==> src/rtl/cpu_fetch_pkg.sv <==
// Shared definitions for the 4-bit CPU front end: PC width, phase encodings,
// sequencer state encoding and the opcode map used by fetch and decode.
package cpu_fetch_pkg;

    localparam int unsigned PC_W = 12;

    // Phase bit as seen by the decoder
    localparam logic PH_FETCH = 1'b0;
    localparam logic PH_EXEC  = 1'b1;

    // HALT is only reachable when the breakpoint feature is built in
    typedef enum logic [1:0] {
        FETCH = 2'd0,
        EXEC  = 2'd1,
        HALT  = 2'd2
    } fetch_state_e;

    // Opcode map (IR[7:4])
    localparam logic [3:0] OP_JC    = 4'h0;
    localparam logic [3:0] OP_JNC   = 4'h1;
    localparam logic [3:0] OP_CMPI  = 4'h2;
    localparam logic [3:0] OP_CMPM  = 4'h3;
    localparam logic [3:0] OP_LIT   = 4'h4;
    localparam logic [3:0] OP_IN    = 4'h5;
    localparam logic [3:0] OP_LD    = 4'h6;
    localparam logic [3:0] OP_ST    = 4'h7;
    localparam logic [3:0] OP_JZ    = 4'h8;
    localparam logic [3:0] OP_JNZ   = 4'h9;
    localparam logic [3:0] OP_ADDI  = 4'hA;
    localparam logic [3:0] OP_ADDM  = 4'hB;
    localparam logic [3:0] OP_JMP   = 4'hC;
    localparam logic [3:0] OP_OUT   = 4'hD;
    localparam logic [3:0] OP_NANI  = 4'hE;
    localparam logic [3:0] OP_NANDM = 4'hF;

endpackage

==> src/rtl/rom_wait_timer.sv <==
// ROM wait-state counter. Counts 0..ROM_WAIT inside each phase and flags the
// last cycle as phase_end. With run low the count parks at ROM_WAIT, so the
// sequencer freezes on a phase boundary and resumes with phase_end at once.
module rom_wait_timer #(
    parameter int unsigned ROM_WAIT = 0
) (
    input  logic clk,
    input  logic reset,
    input  logic run,
    input  logic hold,
    output logic phase_end
);

    // ROM_WAIT is limited to 0..7 by the counter width
    localparam logic [2:0] LastCnt = 3'(ROM_WAIT);

    logic [2:0] cnt_q;
    logic [2:0] cnt_d;
    logic       last;

    assign last = (cnt_q == LastCnt);

    // Next count: restart after the last cycle only when running; hold clears
    always_comb begin
        cnt_d = cnt_q;
        if (hold) begin
            cnt_d = 3'd0;
        end else if (!last) begin
            cnt_d = cnt_q + 3'd1;
        end else if (run) begin
            cnt_d = 3'd0;
        end
    end

    // Strobe is suppressed while reset is asserted so no load is qualified
    always_comb begin
        phase_end = run && last && !hold && !reset;
    end

    // Counter register
    always_ff @(posedge clk or posedge reset) begin
        if (reset) begin
            cnt_q <= 3'd0;
        end else begin
            cnt_q <= cnt_d;
        end
    end

endmodule

==> src/rtl/fetch_sequencer.sv <==
// Fetch sequencer for the 4-bit CPU: owns PC, fetch/exec phase, instruction
// register and ROM address; advances on the decoder's inc_pc / load_pc at
// each phase_end.
// Optional build macro FETCH_BREAKPOINT_EN adds a PC breakpoint with a HALT
// state and the bp_en / bp_addr / bp_resume / bp_hit ports.
module fetch_sequencer #(
    parameter int unsigned        PC_W         = cpu_fetch_pkg::PC_W,
    parameter int unsigned        ROM_WAIT     = 0,
    parameter logic [PC_W-1:0]    RESET_VECTOR = '0
) (
    input  logic            clk,
    input  logic            reset,
    input  logic            run,
    output logic [PC_W-1:0] rom_addr,
    input  logic [7:0]      rom_data,
    input  logic            inc_pc,
    input  logic            load_pc,
    output logic            phase,
    output logic [3:0]      instr,
    output logic [3:0]      imm,
    output logic [11:0]     oprnd_addr,
    output logic            phase_end,
`ifdef FETCH_BREAKPOINT_EN
    input  logic            bp_en,
    input  logic [PC_W-1:0] bp_addr,
    input  logic            bp_resume,
    output logic            bp_hit,
`endif
    output logic [PC_W-1:0] pc
);

    import cpu_fetch_pkg::*;

    fetch_state_e    state_q;
    fetch_state_e    state_d;
    logic [PC_W-1:0] pc_q;
    logic [PC_W-1:0] pc_d;
    logic [PC_W-1:0] pc_inc;
    logic [PC_W-1:0] jump_target;
    logic [7:0]      ir_q;
    logic [7:0]      ir_d;
    logic            halted;

    assign halted = (state_q == HALT);

    rom_wait_timer #(
        .ROM_WAIT (ROM_WAIT)
    ) u_timer (
        .clk       (clk),
        .reset     (reset),
        .run       (run),
        .hold      (halted),
        .phase_end (phase_end)
    );

    // Wraps modulo 2^PC_W; jump target is truncated/extended to PC width
    assign pc_inc      = pc_q + PC_W'(1);
    assign jump_target = PC_W'(oprnd_addr);

    // Next-state: all updates happen only on phase_end
    always_comb begin
        state_d = state_q;
        pc_d    = pc_q;
        ir_d    = ir_q;
        unique case (state_q)
            FETCH: begin
                if (phase_end) begin
                    ir_d    = rom_data;
                    state_d = EXEC;
                    if (inc_pc) begin
                        pc_d = pc_inc;
                    end
                end
            end
            EXEC: begin
                if (phase_end) begin
                    state_d = FETCH;
                    if (load_pc) begin
                        pc_d = jump_target;
                    end else if (inc_pc) begin
                        pc_d = pc_inc;
                    end
`ifdef FETCH_BREAKPOINT_EN
                    // Breakpoint is checked only on entry to FETCH, so a
                    // resume from HALT fetches the trapped address once
                    if (bp_en && (pc_d == bp_addr)) begin
                        state_d = HALT;
                    end
`endif
                end
            end
            HALT: begin
`ifdef FETCH_BREAKPOINT_EN
                if (bp_resume) begin
                    state_d = FETCH;
                end
`else
                state_d = FETCH;
`endif
            end
            default: begin
                state_d = FETCH;
            end
        endcase
    end

    // State, PC and IR registers
    always_ff @(posedge clk or posedge reset) begin
        if (reset) begin
            state_q <= FETCH;
            pc_q    <= RESET_VECTOR;
            ir_q    <= 8'h00;
        end else begin
            state_q <= state_d;
            pc_q    <= pc_d;
            ir_q    <= ir_d;
        end
    end

    // Outputs; HALT presents the FETCH phase to the decoder
    always_comb begin
        phase      = (state_q == EXEC) ? PH_EXEC : PH_FETCH;
        instr      = ir_q[7:4];
        imm        = ir_q[3:0];
        oprnd_addr = {ir_q[3:0], rom_data};
        rom_addr   = pc_q;
        pc         = pc_q;
    end

`ifdef FETCH_BREAKPOINT_EN
    assign bp_hit = halted;
`endif

endmodule

==> config.mk <==
export PLATFORM = sky130hd
export DESIGN_NAME = fetch_sequencer
export DESIGN_NICKNAME = d
export VERILOG_FILES = /design/src/rtl/cpu_fetch_pkg.sv /design/src/rtl/rom_wait_timer.sv /design/src/rtl/fetch_sequencer.sv
export SDC_FILE = /design/constraint.sdc
export NUM_CORES = 1
export LEC_CHECK = 0
export ABC_AREA = 1
export CORE_MARGIN = 1
export CORE_UTILIZATION = 44
export CTS_BUF_LIST = sky130_fd_sc_hd__clkbuf_16
export DETAILED_ROUTE_END_ITERATION = 6
export HOLD_SLACK_MARGIN = 0.15
export PLACE_DENSITY = 0.83
export SLEW_MARGIN = 20
export SYNTH_ARGS = -nofsm -noshare
export SYNTH_HDL_FRONTEND = slang
export SYNTH_SLANG_ARGS = --single-unit
==> constraint.sdc <==
create_clock -name clk -period 2.2 [get_ports clk]
set_clock_uncertainty 0.05 [all_clocks]
set_input_delay 0.66 -clock clk [delete_from_list [all_inputs] [get_ports clk]]
set_output_delay 0.66 -clock clk [all_outputs]
set_load 0.01 [all_outputs]
==> results of run 1 <==
## cell families (layout without fill, tap and decap cells)
logic type | Yosys count | in the layout
flops | 24 | 24
fa+ha+maj | 3 | 3
buf+inv | 63 | 112
simple gates | 91 | 91
compound gates | 34 | 34
## power by group
part           switching [uW]  internal (uW)  leakage [uW]
clock                     153            241     0.0000370
sequential                172            570      0.000289
combinational             496            579      0.000771
## layer usage
layer | wire [um] | part of all wire | vias up | GRT usage
li1 | - | - | 752 | -
met1 | 1664 | 0.45 | 666 | 0.2613
met2 | 1661 | 0.45 | 78 | 0.3201
met3 | 317 | 0.086 | 8 | 0.05147
met4 | 58 | 0.016 | 0 | 0.09302
met5 | 0 | 0 | - | 0
## worst paths after layout
kind	slack, ps	from	endpoint
worst max register to register	480	u_timer.cnt_q[0]	ir_q[1]
min in group asynchronous	670	reset	ir_q[0]
worst max-delay path	80	rom_data[6]	oprnd_addr[6]
worst min register to register	450	ir_q[4]	ir_q[4]
worst min-delay path	450	ir_q[4]	ir_q[4]
max in group asynchronous	1180	reset	u_timer.cnt_q[2]
## per-stage QoR
step	instances	power (uW)	hold slack (ps)	setup TNS [ps]	setup slack (ps)
floorplan	215	1344	461.8	0	50.37
global placement	307	1786	414.7	-2081	-634.1
detailed placement	307	1819	427.1	-2097	-641.8
CTS	310	2211	452.3	0	58.68
global route	310	2345	469.6	0	26.90
finish	310	2210	446.4	0	75.04
## worst register-to-register path: cells and delay by family, from the launching register on
| kind | cells | cell delay (ps) |
|---|---|---|
| fa+ha+maj | 1 | 170 |
| simple gates | 4 | 480 |
| flops | 1 | 390 |
| buf+inv | 4 | 490 |
| compound gates | 1 | 40 |
## cells in the mapped netlist
cell type  number  area (um2)
nand2_1        56       210.2
inv_1          31       116.4
buf_4          24       180.2
dfrtp_1        24       600.6
o21ai_0        13       65.06
nand3_1        12       60.06
nor2_1         12       45.04
a21oi_1         8       40.04
o21ai_2         6       52.55
nand4_1         5       31.28
buf_2           3       15.01
ha_1            3       37.54
a21oi_2         2       17.52
inv_2           2       7.510
o21bai_1        2       15.01
a21boi_0        1       7.510
buf_6           1       11.26
buf_8           1       15.01
clkbuf_1        1       3.750
nand2_2         1       6.260
nand3_4         1       17.52
nand3b_1        1       7.510
nor2_2          1       6.260
nor3_1          1       5.000
o211ai_1        1       7.510
o21ai_1         1       5.000
or2_1           1       6.260
## area by class of cell
type | count | area, um2
repair buffers | 76 | 704.4
fillers | 313 | 1180
well taps | 46 | 57.56
multi-input cells | 128 | 648.1
inverters | 33 | 123.9
clock buffers | 3 | 75.07
flip-flops and latches | 24 | 600.6
## registers in the layout, indices dropped and copies added (netlist names)
| signal | flops |
|---|---|
| ir_q | 8 |
| u_timer.cnt_q | 3 |
| pc | 12 |
| state_q | 1 |
## placed cells by master (no fill, tap or decap)
cell,n
clkbuf_16,3
nor3_2,1
a21oi_2,2
dlygate4sd2_1,10
nor2_1,12
or2_1,1
o21bai_1,2
buf_6,1
a21boi_0,1
o21ai_2,6
a21oi_1,8
o21ai_1,1
buf_4,18
inv_2,2
nor2_2,1
ha_1,3
o211ai_1,1
nand3b_1,1
nand3_1,12
nand3_4,1
nand2_2,1
o21ai_0,13
nand2_1,56
inv_1,31
clkdlybuf4s50_1,47
nand4_1,5
dfrtp_1,24
==> impl_metrics.toml, run 1 <==
[yosys]
syn-num-nets = 231
synth_compound_area_frac = 0.1320
synth_cell_types = 27
synthSimpleGateAreaFrac = 0.2482
syn_area_um2 = 1593
yosys.area_share.adder = 0.02357
yosys_warnings = 0
seq_area_frac_synth = 0.3771
synth_mux_area_frac = 0
synth_top_family_by_area = "simple AND/OR/NAND/NOR gates"
syn-instance-count = 215
synth-xor-area-share = 0
syn_avg_cell_area_um2 = 7.408
synth_seq_cells = 24

[clock_network]
numCtsBuffers = 3
cts_tree = "done"
clock_sinks = 24
cts_max_level = 1
cts_setup_buffers = 0
cts_hold_buf = 0
cts-resized-gates = 16
cts_root_buf = "clkbuf_16"
cts_max_path_buffers = 2
cts.clk_slew.worst_paths_ps = 60
clock_latency_ps = 260

[floorplanning]
start_util = 0.4699
dieArea_um2 = 3864
core_um2 = 3390
die_w_um = 62.17
chipHeight_um = 62.17
rows = 21
io_pins = 59

[worst_setup_path]
arrival_ps = 1410
cp.buffers_inverters = 2
start_kind = "primary input"
path_delay_family = "buffers and inverters"
rr_worst_depth = 10
worstSetupEndpointType = "primary output"
cpMaxStageDelayCell = "clkdlybuf4s50_1"
critPathMaxStageDelay_ps = 480
required_ps = 1490
worstPathMaxFanout = 2
criticalPathCategory = "in2out"
path_cells = "clkdlybuf4s50_1, dlygate4sd2_1"
cp.depth = 2

[detailed_routing]
routed_wl_um = 3702
antenna_left = 0
drtIter0Drc = 98
vias = 1504
post_drt_via_cell_ratio = 4.852
routedWlPerCell_um = 11.94
drc = 0
first_pass_iters = 4

[global_routing]
overflow = 0
first_global_vias = 1426
grt_max_degree = 25
grt_first_pass_wirelength_um = 6320
grt_antenna_before_repair = 0
grtUsageTotal = 0.2032

[timing]
worst_pin_slew_ps = 395.9
finalCriticalPeriod_ps = 2125
hold_viol_final = 0
drv_slew = 0
slew_headroom = 0.7351
fin_crit_sh = 0.9659
finalSetupViolCount = 0
fmax_ghz = 0.4706
rsz0062_at_grt = "false"

[pwr]
p_leak_uw = 0.001097
peakVddDrop_mv = 0.5330
p_per_area_nw_per_um2 = 1000

[layout]
fin_util = 0.6519
nNetsFinal = 282
antenna_cells = 0
drive_above_1_share = 0.1364
syn2layout_area_growth_pct = 38.73
final_area_um2 = 2210

[worst_hold_path]
hold_path_class = "reg2reg"
holdPathStages = 2

[run_status]
status = "finished clean"

[placed_design]
gp_congestion = 0.9113
port_buffers = 58
hpwl_um = 2672
place_area_um2 = 2141

[flow_run]
drv_cap = 0
Power figures use the tool's default switching activity.
==> inputs of run 2 (changes only) <==
- TNS_END_PERCENT: unset -> 50
==> results of run 2 <==
The final DEF is identical to that of run 1; final timing and power are the same.
==> inputs of run 3 (changes only) <==
- CORE_ASPECT_RATIO: unset -> 0.8
- CORE_UTILIZATION: 44 -> 40
- PLACE_DENSITY: 0.83 -> 0.79
- clock period: 2.2 -> 1.8 ns (I/O delays scaled with it)
==> run 3 against run 2 <==
  * The flow now finishes with violations (setup timing)
  * First-iteration DRC count down 21%
  * Sequential share of layout area down 1.1 points
  * Wire length up 6.6%
  * Critical endpoint is now phase_end
  * Highest routed layer unchanged
==> impl_metrics.toml, run 3 (synthesized netlist as in run 1, its figures left out) <==
[worst_setup_path]
start_kind = "register"
worstReg2RegStart = "u_timer.cnt_q[0]"
worstPathMaxFanout = 2
worst-r2r-setup-slack_ps = 160
required_ps = 1210
cp.buffers_inverters = 3
criticalPathCategory = "reg2out"
cpMaxStageDelayCell = "dfrtp_1"
timing.rr.end = "ir_q[0]"
worstSetupEndpointType = "primary output"
critPathMaxStageDelay_ps = 380
rr_worst_depth = 10
path_cells = "inv_2, ha_4, nand2_4, nor3_4, buf_6, buf_6"
crit_top_cell = "buf_6"
path_delay_family = "flip-flops"
arrival_ps = 1280

[flow_run]
drv_cap = 0

[pwr]
peakVddDrop_mv = 0.5830
p_total_uw = 2600
p_leak_uw = 0.001222
p_per_area_nw_per_um2 = 1117

[global_routing]
grt_max_degree = 25
grt_antenna_before_repair = 0
overflow = 0
met3_usage = 0.04623
use_met2 = 0.3324
use_met1 = 0.2595
first_global_vias = 1400
grtUsageTotal = 0.1957
busiest_layer = "met2"
grt_first_pass_wirelength_um = 6368

[worst_hold_path]
hold_path_class = "reg2reg"
min_to = "ir_q[5]"
holdPathStages = 2
min-delay-start = "ir_q[5]"

[placed_design]
port_buffers = 58
hpwl_um = 2811
gp_congestion = 0.8792

[layout]
nNetsFinal = 298
ff_latch_area_um2 = 606.8
fin_util = 0.6118
drive_above_1_share = 0.2456
nFillCells = 364
largest_register_ffs = 12
syn2layout_area_growth_pct = 46.11
final_common_cell = "nand2_1"
final_cell_mix = "nand2_1, buf_4, inv_1, dlygate4sd2_1, dfrtp_1"
multi_input_area_um2 = 671.9
antenna_cells = 0

[floorplanning]
chipHeight_um = 58.44
dieArea_um2 = 4240
die_w_um = 72.55
rows = 20
start_util = 0.4188
core_um2 = 3804
io_pins = 59

[detailed_routing]
antenna_left = 0
vias = 1551
drtIter0Drc = 77
drc = 0
routedWlPerCell_um = 11.74
routed_wl_um = 3945
first_pass_iters = 4
post_drt_via_cell_ratio = 4.616

[timing]
fin_crit_sh = 1.041
finalSetupViolCount = 1
worst_pin_slew_ps = 400.1
slew_headroom = 0.7323
rsz0062_at_grt = "true"
finalCriticalPeriod_ps = 1873
drv_slew = 0
setup_ws_ps = -73.45
fmax_ghz = 0.5338
hold_viol_final = 0

[clock_network]
cts_max_path_buffers = 2
numCtsBuffers = 3
cts_root_buf = "clkbuf_16"
cts_tree = "done"
cts_max_level = 1
clock_latency_ps = 260
clock_sinks = 24
cts.clk_slew.worst_paths_ps = 60

[run_status]
status = "finished, violations left"
violations = "setup timing"
-- run 3: worst register-to-register path, stage by stage, from the launching register on --
cell and delay [ps]:
dfrtp_1 380, inv_2 80, ha_4 140, nand2_4 50
buf_4 130, inv_2 60, nand3_4 60, or2_1 230
buf_4 180, nor2_1 120, a21oi_2 40
-- run 3: area by class of cell --
type / count / share of cell area
inverter: 33 / 0.05484
timing repair buffer: 92 / 0.3323
clock inverter: 1 / 0.001613
multi-input combinational: 128 / 0.2887
sequential: 24 / 0.2608
clock buffer: 3 / 0.03226
tap: 55 / 0.02957
-- run 3: stage by stage --
stage / hold slack [ps] / instance area (um2) / worst slack, ps / std cells / setup TNS (ps)
floorplan: 384.0 / 1597 / 17.03 / 215 / 0
global placement: 422.9 / 2208 / -788.4 / 323 / -6976
detailed placement: 419.8 / 2208 / -780.6 / 323 / -7189
CTS: 442.3 / 2265 / -196.2 / 332 / -196.2
global route: 477.3 / 2327 / -147.8 / 336 / -147.8
finish: 437.7 / 2327 / -73.45 / 336 / -73.45
-- run 3: report_power, final --
group	leakage, uW	switching [uW]	internal, uW
sequential	0.000284	183	706
combinational	0.000899	630	592
clock	0.0000385	192	297
total	0.00122	1000	1600
-- run 3: routing by layer --
metal,vias to the layer above,share of wire
met1,704,0.47
met4,0,0.0046
li1,789,-
met5,-,0
met3,4,0.061
met2,54,0.47
-- run 3: worst max path at each step --
| stage | cells after the start | endpoint | slack (ps) | from |
|---|---|---|---|---|
| 3_3_place_gp | 5 | phase_end | -790 | run |
| 5_1_grt | 6 | phase_end | -150 | u_timer.cnt_q[0] |
| 6_report | 6 | phase_end | -70 | u_timer.cnt_q[0] |
| 3_5_place_dp | 5 | phase_end | -780 | run |
| 4_1_cts | 6 | phase_end | -200 | u_timer.cnt_q[1] |
| 2_1_floorplan | 6 | pc[7] | 20 | reset |
-- run 3: what timing repair did --
action | 4_1_cts | 5_1_grt
hold buffers | 0 | 0
gates resized for setup | 73 | 8
setup endpoints to repair | 38 | 12
buffers inserted | 5 | 4
cloned | 0 | 0
pin swaps | 3 | 2
